File: src/rtl/bsg_mem_var_pkg.sv
// Shared types and helpers for the variable-granularity masked 1r1w RAM.
package bsg_mem_var_pkg;

  typedef enum logic {eINIT, eREADY} init_state_e;

  // Upper bound on data width handled by expand_mask; callers slice the result.
  localparam int unsigned max_width_lp = 1024;

  function automatic logic [max_width_lp-1:0] expand_mask(
    input logic [max_width_lp-1:0] mask,
    input int unsigned             gran
  );
    logic [max_width_lp-1:0] bits;
    bits = '0;
    for (int unsigned i = 0; i < max_width_lp; i++) begin
      bits[i] = (gran == 0) ? 1'b0 : mask[i / gran];
    end
    return bits;
  endfunction

  function automatic int unsigned safe_clog2(input int unsigned n);
    return (n > 1) ? $clog2(n) : 1;
  endfunction

endpackage

File: src/rtl/bsg_mem_1r1w_sync_mask_write_var_array.sv
// Plain bit-enable storage with a registered read port; no reset, no forwarding.
module bsg_mem_1r1w_sync_mask_write_var_array
  import bsg_mem_var_pkg::*;
#(
  parameter int unsigned width_p       = 32,
  parameter int unsigned els_p         = 16,
  parameter int unsigned addr_width_lp = 4
) (
  input  logic                     clk_i,
  input  logic                     w_v_i,
  input  logic [addr_width_lp-1:0] w_addr_i,
  input  logic [width_p-1:0]       w_data_i,
  input  logic [width_p-1:0]       w_bit_mask_i,
  input  logic                     r_v_i,
  input  logic [addr_width_lp-1:0] r_addr_i,
  output logic [width_p-1:0]       r_data_o
);

  logic [width_p-1:0] mem_q [els_p];
  logic [width_p-1:0] r_data_q;

  always_ff @(posedge clk_i) begin
    if (w_v_i) begin
      mem_q[w_addr_i] <= (w_data_i & w_bit_mask_i) | (mem_q[w_addr_i] & ~w_bit_mask_i);
    end
    if (r_v_i) begin
      r_data_q <= mem_q[r_addr_i];
    end
  end

  assign r_data_o = r_data_q;

endmodule

File: src/rtl/bsg_mem_1r1w_sync_mask_write_var.sv
// 1r1w synchronous RAM with mask_gran_p-bit write mask and post-reset zeroing.
// Define BSG_MEM_1R1W_MASK_FWD_EN for write-first collisions (default read-first).
module bsg_mem_1r1w_sync_mask_write_var
  import bsg_mem_var_pkg::*;
#(
  parameter int unsigned width_p                     = 32,
  parameter int unsigned els_p                       = 16,
  parameter int unsigned mask_gran_p                 = 8,
  parameter int unsigned latch_last_read_p           = 0,
  parameter int unsigned disable_collision_warning_p = 0,
  localparam int unsigned mask_width_lp = width_p / mask_gran_p,
  localparam int unsigned addr_width_lp = safe_clog2(els_p)
) (
  input  logic                     clk_i,
  input  logic                     reset_i,
  output logic                     ready_o,
  input  logic                     w_v_i,
  input  logic [mask_width_lp-1:0] w_mask_i,
  input  logic [addr_width_lp-1:0] w_addr_i,
  input  logic [width_p-1:0]       w_data_i,
  input  logic                     r_v_i,
  input  logic [addr_width_lp-1:0] r_addr_i,
  output logic [width_p-1:0]       r_data_o
);

  localparam logic [addr_width_lp:0]   els_lp       = (addr_width_lp+1)'(els_p);
  localparam logic [addr_width_lp-1:0] last_addr_lp = addr_width_lp'(els_p - 1);

  init_state_e              state_q;
  logic                     ready_q;
  logic [addr_width_lp-1:0] init_cnt_q;

  logic w_in_range, r_in_range, user_w_v, user_r_v, collide;
  logic [max_width_lp-1:0] mask_ext, mask_wide;
  logic [width_p-1:0]      user_bit_mask;

  logic                     arr_w_v;
  logic [addr_width_lp-1:0] arr_w_addr;
  logic [width_p-1:0]       arr_w_data, arr_w_mask, arr_r_data, rd_merged;

  logic               rd_v_q, rd_oor_q;
  logic [width_p-1:0] last_q;

  assign w_in_range = ({1'b0, w_addr_i} < els_lp);
  assign r_in_range = ({1'b0, r_addr_i} < els_lp);
  assign user_w_v   = ready_q & w_v_i & w_in_range;
  assign user_r_v   = ready_q & r_v_i & r_in_range;
  assign collide    = user_w_v & user_r_v & (w_addr_i == r_addr_i);

  always_comb begin
    mask_ext                    = '0;
    mask_ext[mask_width_lp-1:0] = w_mask_i;
    mask_wide                   = expand_mask(mask_ext, mask_gran_p);
    user_bit_mask               = mask_wide[width_p-1:0];
  end

  // Init sequencer owns the write port until every entry has been cleared.
  always_comb begin
    if (state_q == eREADY) begin
      arr_w_v    = user_w_v;
      arr_w_addr = w_addr_i;
      arr_w_data = w_data_i;
      arr_w_mask = user_bit_mask;
    end else begin
      arr_w_v    = 1'b1;
      arr_w_addr = init_cnt_q;
      arr_w_data = '0;
      arr_w_mask = '1;
    end
  end

  always_ff @(posedge clk_i or posedge reset_i) begin
    if (reset_i) begin
      state_q    <= eINIT;
      init_cnt_q <= '0;
      ready_q    <= 1'b0;
    end else begin
      unique case (state_q)
        eINIT: begin
          if (init_cnt_q == last_addr_lp) begin
            init_cnt_q <= '0;
            state_q    <= eREADY;
            ready_q    <= 1'b1;
          end else begin
            init_cnt_q <= init_cnt_q + 1'b1;
          end
        end
        eREADY: state_q <= eREADY;
        default: state_q <= eINIT;
      endcase
    end
  end

  bsg_mem_1r1w_sync_mask_write_var_array #(
    .width_p      (width_p),
    .els_p        (els_p),
    .addr_width_lp(addr_width_lp)
  ) array (
    .clk_i       (clk_i),
    .w_v_i       (arr_w_v),
    .w_addr_i    (arr_w_addr),
    .w_data_i    (arr_w_data),
    .w_bit_mask_i(arr_w_mask),
    .r_v_i       (user_r_v),
    .r_addr_i    (r_addr_i),
    .r_data_o    (arr_r_data)
  );

`ifdef BSG_MEM_1R1W_MASK_FWD_EN
  logic [width_p-1:0] fwd_mask_q, fwd_data_q;

  always_ff @(posedge clk_i or posedge reset_i) begin
    if (reset_i) begin
      fwd_mask_q <= '0;
      fwd_data_q <= '0;
    end else begin
      fwd_mask_q <= collide ? user_bit_mask : '0;
      fwd_data_q <= w_data_i;
    end
  end

  // Array read is naturally read-first; overlay the colliding write's slices.
  assign rd_merged = (arr_r_data & ~fwd_mask_q) | (fwd_data_q & fwd_mask_q);
`else
  assign rd_merged = arr_r_data;
`endif

  always_ff @(posedge clk_i or posedge reset_i) begin
    if (reset_i) begin
      rd_v_q   <= 1'b0;
      rd_oor_q <= 1'b0;
      last_q   <= '0;
    end else begin
      rd_v_q   <= user_r_v;
      rd_oor_q <= ready_q & r_v_i & ~r_in_range;
      if (rd_v_q) begin
        last_q <= rd_merged;
      end else if (rd_oor_q) begin
        last_q <= '0;
      end
    end
  end

  always_comb begin
    if (rd_v_q) begin
      r_data_o = rd_merged;
    end else if ((latch_last_read_p != 0) && !rd_oor_q) begin
      r_data_o = last_q;
    end else begin
      r_data_o = '0;
    end
  end

  assign ready_o = ready_q;

`ifndef SYNTHESIS
  always_ff @(posedge clk_i) begin
    if (!reset_i) begin
      if (!ready_q && (w_v_i || r_v_i))
        $error("%m: access while not ready (w_v=%0b r_v=%0b)", w_v_i, r_v_i);
      if (ready_q && w_v_i && !w_in_range)
        $error("%m: write address %0d out of range", w_addr_i);
      if (ready_q && r_v_i && !r_in_range)
        $error("%m: read address %0d out of range", r_addr_i);
`ifndef BSG_MEM_1R1W_MASK_FWD_EN
      if (collide && (disable_collision_warning_p == 0))
        $warning("%m: read/write collision at address %0d", w_addr_i);
`endif
    end
  end
`endif

endmodule

File: config.mk
export PLATFORM = sky130hd
export DESIGN_NAME = bsg_mem_1r1w_sync_mask_write_var
export DESIGN_NICKNAME = d
export VERILOG_FILES = /design/src/rtl/bsg_mem_var_pkg.sv /design/src/rtl/bsg_mem_1r1w_sync_mask_write_var_array.sv /design/src/rtl/bsg_mem_1r1w_sync_mask_write_var.sv
export SDC_FILE = /design/constraint.sdc
export NUM_CORES = 1
export LEC_CHECK = 0
export ABC_AREA = 1
export CORE_ASPECT_RATIO = 1.1
export CORE_MARGIN = 1
export CORE_UTILIZATION = 35
export DETAILED_ROUTE_END_ITERATION = 16
export PLACE_DENSITY = 0.55
export SLEW_MARGIN = 20
export SYNTH_ARGS = -nofsm -noshare
export SYNTH_HDL_FRONTEND = slang
export SYNTH_SLANG_ARGS = --single-unit
export TNS_END_PERCENT = 100
File: constraint.sdc
create_clock -name clk_i -period 4.64 [get_ports clk_i]
set_input_delay 0.464 -clock clk_i [delete_from_list [all_inputs] [get_ports clk_i]]
set_output_delay 0.464 -clock clk_i [all_outputs]
set_load 0.02 [all_outputs]
# Word-level counts from Yosys, hierarchy flattened
# Memory sizes are Yosys's and may differ from the RTL's. A register that Yosys moved wholly into a read port is not among the register bits.
# Index checks and enable logic that the tools add are counted.
dict set report word_totals {
  register_bits 7
  ramBits 512
  inputBits 48
  output_inout_bits 33
  wordCells 25
  mem_count 1
}
# name words width read_ports rd_clocked_by_memory_dff write_ports line_no
set mem_list {}
lappend mem_list {array.mem_q 16 32 2 1 1 bsg_mem_1r1w_sync_mask_write_var_array.sv:19} ;# logic [width_p-1:0] mem_q [els_p];
dict set report classes {
  addsub 1
  eq_ne 1
  n_mux 10
  bitwise 7
  n_reduce_logical 1
}
# op n
set op_table {}
lappend op_table {{two-way mux 32 bit} 3}
lappend op_table {{AND 32 bit} 2}
lappend op_table {{inverter 32 bit} 1}
lappend op_table {{bitwise OR 32 bit} 1}
lappend op_table {{two-way mux 4 bit} 2}
lappend op_table {{adder 4 x 1 -> 4 bit, second input constant} 1}
lappend op_table {{equality test 4 bit, second input constant} 1}
lappend op_table {{two-way mux 1 bit} 4}
lappend op_table {{AND 1 bit} 2}
lappend op_table {{case mux 1 bit (2 select lines)} 1}
lappend op_table {{AND reduction 2 bit} 1}
lappend op_table {{inverter 1 bit} 1}

# Longest topological paths before layout
dict set report depth {
  ltp_word 4
  mapped_depth 14
  depth_no_buf 11
}

# By module
# From an unflattened synthesis, not the netlist that was laid out.
dict set report hier_totals {
  hier_cells 3202
  hier_area_um2 28043.1
}
# module instances cells_each area_per_inst_um2 seq_area_each_um2
set modules_own_cells {}
lappend modules_own_cells {bsg_mem_1r1w_sync_mask_write_var_array 1 3014 27074.7 16335.7}
lappend modules_own_cells {bsg_mem_1r1w_sync_mask_write_var 1 188 968.4 175.2}

# Least setup slack after synthesis
# Ideal clock, no wire load.
dict set report synth_timing {
  path_type {reg2reg}
  startpoint {reg state_q}
  endpoint {mem array.mem_q[10][0], enable pin}
  setup_ns 0.421
  arrival_ns 2.778
  t_required_ns 4.219
  slack_ns 1.441
  stages_incl_launch_ff 11
  path_buffers 3
  period_less_slack_ns 3.199
  cell_sequence {dfrtp_1 -> buf_6 -> inv_4 -> buf_6 -> or2_1 -> o21ai_4 -> inv_4 -> nor2_8 -> buf_4 -> inv_1 -> nor2_1}
}
dict set report synth_between {
  elab_chain_len 3
  word_cells_on_any_way 4
  classes_between {mux (4)}
}
# element line_no
set synth_lines {}
lappend synth_lines {{start, declared} bsg_mem_1r1w_sync_mask_write_var.sv:29} ;# init_state_e state_q;
lappend synth_lines {{start signal, assigned} bsg_mem_1r1w_sync_mask_write_var.sv:74} ;# state_q <= eINIT;
lappend synth_lines {{start signal, assigned} bsg_mem_1r1w_sync_mask_write_var.sv:82} ;# state_q <= eREADY;
lappend synth_lines {{start signal, assigned} bsg_mem_1r1w_sync_mask_write_var.sv:88} ;# eREADY: state_q <= eREADY;
lappend synth_lines {{two-way mux 1 bit} bsg_mem_1r1w_sync_mask_write_var.sv:59} ;# if (state_q == eREADY) begin
lappend synth_lines {{two-way mux 1 bit} bsg_mem_1r1w_sync_mask_write_var_array.sv:23} ;# if (w_v_i) begin
lappend synth_lines {{two-way mux 1 bit (implied by the code)} bsg_mem_1r1w_sync_mask_write_var_array.sv:24} ;# mem_q[w_addr_i] <= (w_data_i & w_bit_mask_i) | (mem_q[w_addr_i] & ~w_bit_mask_i);
lappend synth_lines {{end, declared} bsg_mem_1r1w_sync_mask_write_var_array.sv:19}
# Parallel ways exist; a longest one is shown, timed or not.

# Worst setup path after layout
dict set report layout_timing {
  startpoint {reg state_q}
  endpoint {mem array.mem_q[2][15], data pin}
}
dict set report layout_between {
  elab_chain_len 4
  word_cells_on_any_way 8
  classes_between {mux (3); bitwise (4); memory (1)}
}
# element line_no
set layout_lines {}
lappend layout_lines {{two-way mux 4 bit / two-way mux 32 bit (equally long branches)} bsg_mem_1r1w_sync_mask_write_var.sv:59}
lappend layout_lines {{memory (16 x 32 bit) / inverter 32 bit (equally long branches)} --}
lappend layout_lines {{AND 32 bit} bsg_mem_1r1w_sync_mask_write_var_array.sv:24}
lappend layout_lines {{bitwise OR 32 bit *} bsg_mem_1r1w_sync_mask_write_var_array.sv:24}
# Mark *: on every way between the ends. The rest lies on a longest branch, timed or not.

==> flow_results.org <==
** Logic synthesis
- In this run the cell area of the synthesized design comes to between 0.02 and 0.03 mm2.
- Number of enable-type register cells in the synthesized netlist :: 544
- Synthesis instantiated 29 different standard cells from the library.
- Average cell area after synthesis :: 9.14 um2
- Yosys warning count :: 0
- Fraction of synthesized cell area taken by the top area cell type :: 0.576
- Most frequently used flop master after synthesis :: sky130_fd_sc_hd__edfxtp_1
- Post-Synthesis Net Count :: 3152
- Number of instances in the synthesized netlist :: 3103
- Among all cell types in the netlist, the one instantiated most often is sky130_fd_sc_hd__nand2_1.
- By count the netlist is led by sky130_fd_sc_hd__nand2_1, sky130_fd_sc_hd__edfxtp_1, sky130_fd_sc_hd__nand3_1.
- Most area-hungry cell type in the Yosys netlist :: sky130_fd_sc_hd__edfxtp_1
- Synthesized flop and latch total :: 551
- Sorting the synthesized cells by area gives the leading types as sky130_fd_sc_hd__edfxtp_1, sky130_fd_sc_hd__nand2_1, sky130_fd_sc_hd__nand3_1, sky130_fd_sc_hd__mux2i_1, sky130_fd_sc_hd__o21ai_0.
- Of the synthesized area, sequential elements account for 0.582.
- Fraction of synthesis flops using an asynchronous set or reset pin :: 0.0127

** Clock network
- Resize count post-CTS :: 0
- Maximum level of the CTS H-tree :: 2
- After clock tree synthesis, the clock-pin slew on the worst setup and hold paths is roughly 0.06 ns.
- TritonCTS built the clock tree.
- Clock Tree Buf Depth :: 3
- Post-CTS Setup Repair Bufs :: 0
- Insertion delay to the later sink of the worst-skew pair :: 0.64 ns
- Root cell of the clock tree :: sky130_fd_sc_hd__clkbuf_16
- Clock tree synthesis found a total of 551 sinks.
- For this design, the CTS-stage hold fixing added 0 buffers.
- Total CTS buffers :: 58

** Global route
- The via count of the first global-routing pass was 21800.
- The first global-routing pass estimated 138000 um of wire.
- Global routing finished with a remaining overflow of 0.
- Antenna violations before repair :: 0
- Maximum number of pins on one net before global-route repair :: 140
- Across every metal layer, demand over resource in global routing totals 0.225.

** Power
- The internal power of the cells totals 8.62 mW.
- The analysis attributes to net switching a power of 2.88 mW.
- Largest voltage drop on the vdd net :: 0.244 mV
- Of the total power, the clock network draws 0.402.
- Of the total power, the share spent switching nets is 0.250.
- The share of total power dissipated in sequential elements is 0.493.
- Leakage Power :: 13.5 nW
- Power density of the placed cells :: 356 mW/mm2
- Of the total power, combinational logic draws 0.105.

** Layout
- N_diodes :: 0
- In the final layout, the share of cells above drive strength 1 is 0.0644.
- Summing all non-filler instances in the final layout gives an area of 0.0323 mm2.
- Leaving out filler cells and counting taps, the final layout contains between 4000 and 5000.
- Synth-to-layout area growth :: 14.0%
- For this run, the post-layout net count is about 3200.

** Route
- The detail route stage leaves a number of antenna-violating nets equal to 0.
- Total via count in the routed design :: around 22000
- Post-detailed-route via-to-cell ratio :: 5.31
- Number of DRC markers in iteration 0 :: a little under 2000
- The first detailed-routing pass ran for 6 iterations.
- Routed WL :: a little over 90000 um
- After detailed routing, the number of remaining DRC violations is 0.
- Routed wirelength normalized by instance count :: 22.0 um

** Timing
- Setup violations remaining at the end of the flow were counted as 0.
- Worst clock skew :: 0.0255 ns
- Summed over all failing endpoints, the final setup total negative slack is 0 ns.
- Timing would allow up to 293 MHz.
- Final max-slew violation count :: 0
- Post-layout minimum cycle time :: between 3 and 4 ns
- Transition time of the tightest slew-check pin :: 1.18 ns
- Of the available clock period, the critical path in the final layout requires 0.736.
- Unrepaired setup endpoints after global routing :: no
- The final count of hold timing violations is 0.
- Minimum setup slack in the final design :: 1.22 ns
- Headroom to the max-slew limit came out at 0.207.
- Final hold slack :: 0.0782 ns

** Worst setup path
- Data arrival at the endpoint of the critical path :: 3.68 ns
- STA puts the critical path data required time at 4.90 ns.
- STA classifies the critical path endpoint as a flop.
- On the worst path, the slowest cell contributes a delay of approximately 0.73 ns.
- Cell type group with the largest total delay on the critical path :: compound AO/OA/AOI/OAI gates
- Highest net fanout along the worst path :: 46
- Cells traversed along the worst timing path :: o21ai_4 -> inv_4 -> buf_4 -> nand2_1 -> nand2_1 -> nand2_1 -> nand2_1 -> o21ai_1 -> nand2_1
- Startpoint Class :: flop
- The critical path is of the reg -> reg type.
- The cell that appears most often on the critical path is sky130_fd_sc_hd__nand2_1.
- Counting both buffers and inverters, the worst setup path holds a total of 2.
- For this design, the slowest cell found on the critical path is sky130_fd_sc_hd__o21ai_4.

** Place
- Count of port buffers added during placement :: 80
- Post-Place Worst Slack :: around 1.1 ns
- The congestion estimate from routability-driven global placement came to 0.801.
- Detailed placement finished with a half-perimeter wire length of 50300 um.
- Counting tap cells, the placed design contains a total of 4097 instances.
- Once placement finished, the instance area stood at 0.0305 mm2.

** Floorplanning
- In this run the count of I/O pins placed on the die edge is 81.
- Num rows :: 109
- In this run the horizontal extent of the chip is 273 um.
- In this run the standard cell core region covers 0.0803 mm2.
- The floorplan step defined a die boundary enclosing 0.0822 mm2.
- Starting utilization of the core area :: 0.353
- Die H :: between 300 and 400 um

** Worst hold path
- The path class of the tightest hold or removal check is in -> async.

** Job
- Max-cap violations in this run came to 0.

** Run status
- The flow ran to the end, and the final reports show no timing, DRC or antenna violations.
-- cells by family (layout without fill, tap and decap cells) --
family / after synthesis / in the layout / synth area share
AOI/OAI and AO/OA: 480 / 480 / 0.0966
adders and majority gates: 1 / 1 / 0.000441
buffers and inverters: 416 / 463 / 0.0605
DFF: 551 / 551 / 0.582
muxes: 120 / 120 / 0.0424
and+or+nand+nor: 1535 / 1535 / 0.218
-- worst register-to-register path, cell delays in order (launching register included) --
cell and delay (ns):
sky130_fd_sc_hd__dfrtp_1 0.57, sky130_fd_sc_hd__o21ai_4 0.73, sky130_fd_sc_hd__inv_4 0.44, sky130_fd_sc_hd__buf_4 0.47, sky130_fd_sc_hd__nand2_1 0.19, sky130_fd_sc_hd__nand2_1 0.07
sky130_fd_sc_hd__nand2_1 0.05, sky130_fd_sc_hd__nand2_1 0.05, sky130_fd_sc_hd__o21ai_1 0.17, sky130_fd_sc_hd__nand2_1 0.31
-- layout make-up --
cell class,instances,area (um2)
Clock buffer,72,1540
Clock inverter,35,308
Fill cell,7826,48000
Inverter,197,754
Multi-Input combinational cell,2136,10300
Sequential cell,551,16500
Tap cell,1054,1320
Timing Repair Buffer,159,1610
-- stage by stage --
step,power [mW],util
floorplan,6.51,-
global placement,6.98,0.379
detailed placement,6.99,0.379
CTS,11.6,0.403
global route,11.9,0.403
finish,11.5,0.403
-- path summary, 6_finish.rpt --
| check | startpoint | to | slack [ns] | depth (start not counted) |
|---|---|---|---|---|
| max reg2reg | state_q$_DFF_PP0_ | array.mem_q[2][15]$_DFFE_PP_ | 1.22 | 9 |
| max in group asynchronous | reset_i | rd_v_q$_DFF_PP0_ | 4.31 | 2 |
| min | reset_i | state_q$_DFF_PP0_ | 0.08 | 2 |
| max | state_q$_DFF_PP0_ | array.mem_q[2][15]$_DFFE_PP_ | 1.22 | 9 |
| min in group clk_i | r_addr_i[2] | array.r_data_o[0]$_DFFE_PP_ | 0.35 | 3 |
| min reg2reg | ready_o$_DFFE_PP0P_ | ready_o$_DFFE_PP0P_ | 0.55 | 1 |
-- cells in the final DEF (no fill, tap or decap), types with 4 or more instances in the layout --
cell                              synthesis  routed
sky130_fd_sc_hd__clkbuf_1               114      10
sky130_fd_sc_hd__nor2_1                  36      19
sky130_fd_sc_hd__buf_12                   0      17
sky130_fd_sc_hd__bufinv_16                0       5
sky130_fd_sc_hd__clkdlybuf4s50_1          0      76
sky130_fd_sc_hd__o21ai_0                190     190
sky130_fd_sc_hd__inv_1                  193     189
sky130_fd_sc_hd__nor2_4                   0      17
sky130_fd_sc_hd__inv_4                    2       4
sky130_fd_sc_hd__clkinv_2                 0      11
sky130_fd_sc_hd__a21oi_1                135     135
sky130_fd_sc_hd__o21ai_1                 28      28
sky130_fd_sc_hd__clkbuf_8                 0       4
sky130_fd_sc_hd__nand3_1                282     282
sky130_fd_sc_hd__o211ai_1               122     122
sky130_fd_sc_hd__mux2i_1                120     120
sky130_fd_sc_hd__dfrtp_1                  7       6
sky130_fd_sc_hd__clkbuf_16                0      58
sky130_fd_sc_hd__nand2_1               1210    1208
sky130_fd_sc_hd__buf_4                    6      63
sky130_fd_sc_hd__clkinv_1                 0      14
sky130_fd_sc_hd__edfxtp_1               544     544
-- registers in the layout, summed over array words and instances, names as in the netlist --
name,count
array.mem_q,512
init_cnt_q,4
rd_v_q,1
ready_o,1
array.r_data_o,32
state_q,1
-- routing by layer --
metal | part of all wire | wire (um) | vias to the layer above | GRT usage
li1 | - | - | 10600 | -
met1 | 0.41 | 38200 | 10800 | 0.289
met2 | 0.49 | 45600 | 765 | 0.390
met3 | 0.062 | 5750 | 172 | 0.0294
met4 | 0.030 | 2760 | 0 | 0.0769
met5 | 0 | 0 | - | 0
-- power groups by stage --
stage          clock [mW]  sequential, mW  combinational [mW]
2_1_floorplan           0            5.77               0.745
3_3_place_gp            0            5.78                1.21
3_5_place_dp            0            5.78                1.21
4_1_cts              4.69            5.67                1.21
5_1_grt              4.86            5.68                1.33
6_report             4.62            5.67                1.21
(Power assumes the default switching activity.)
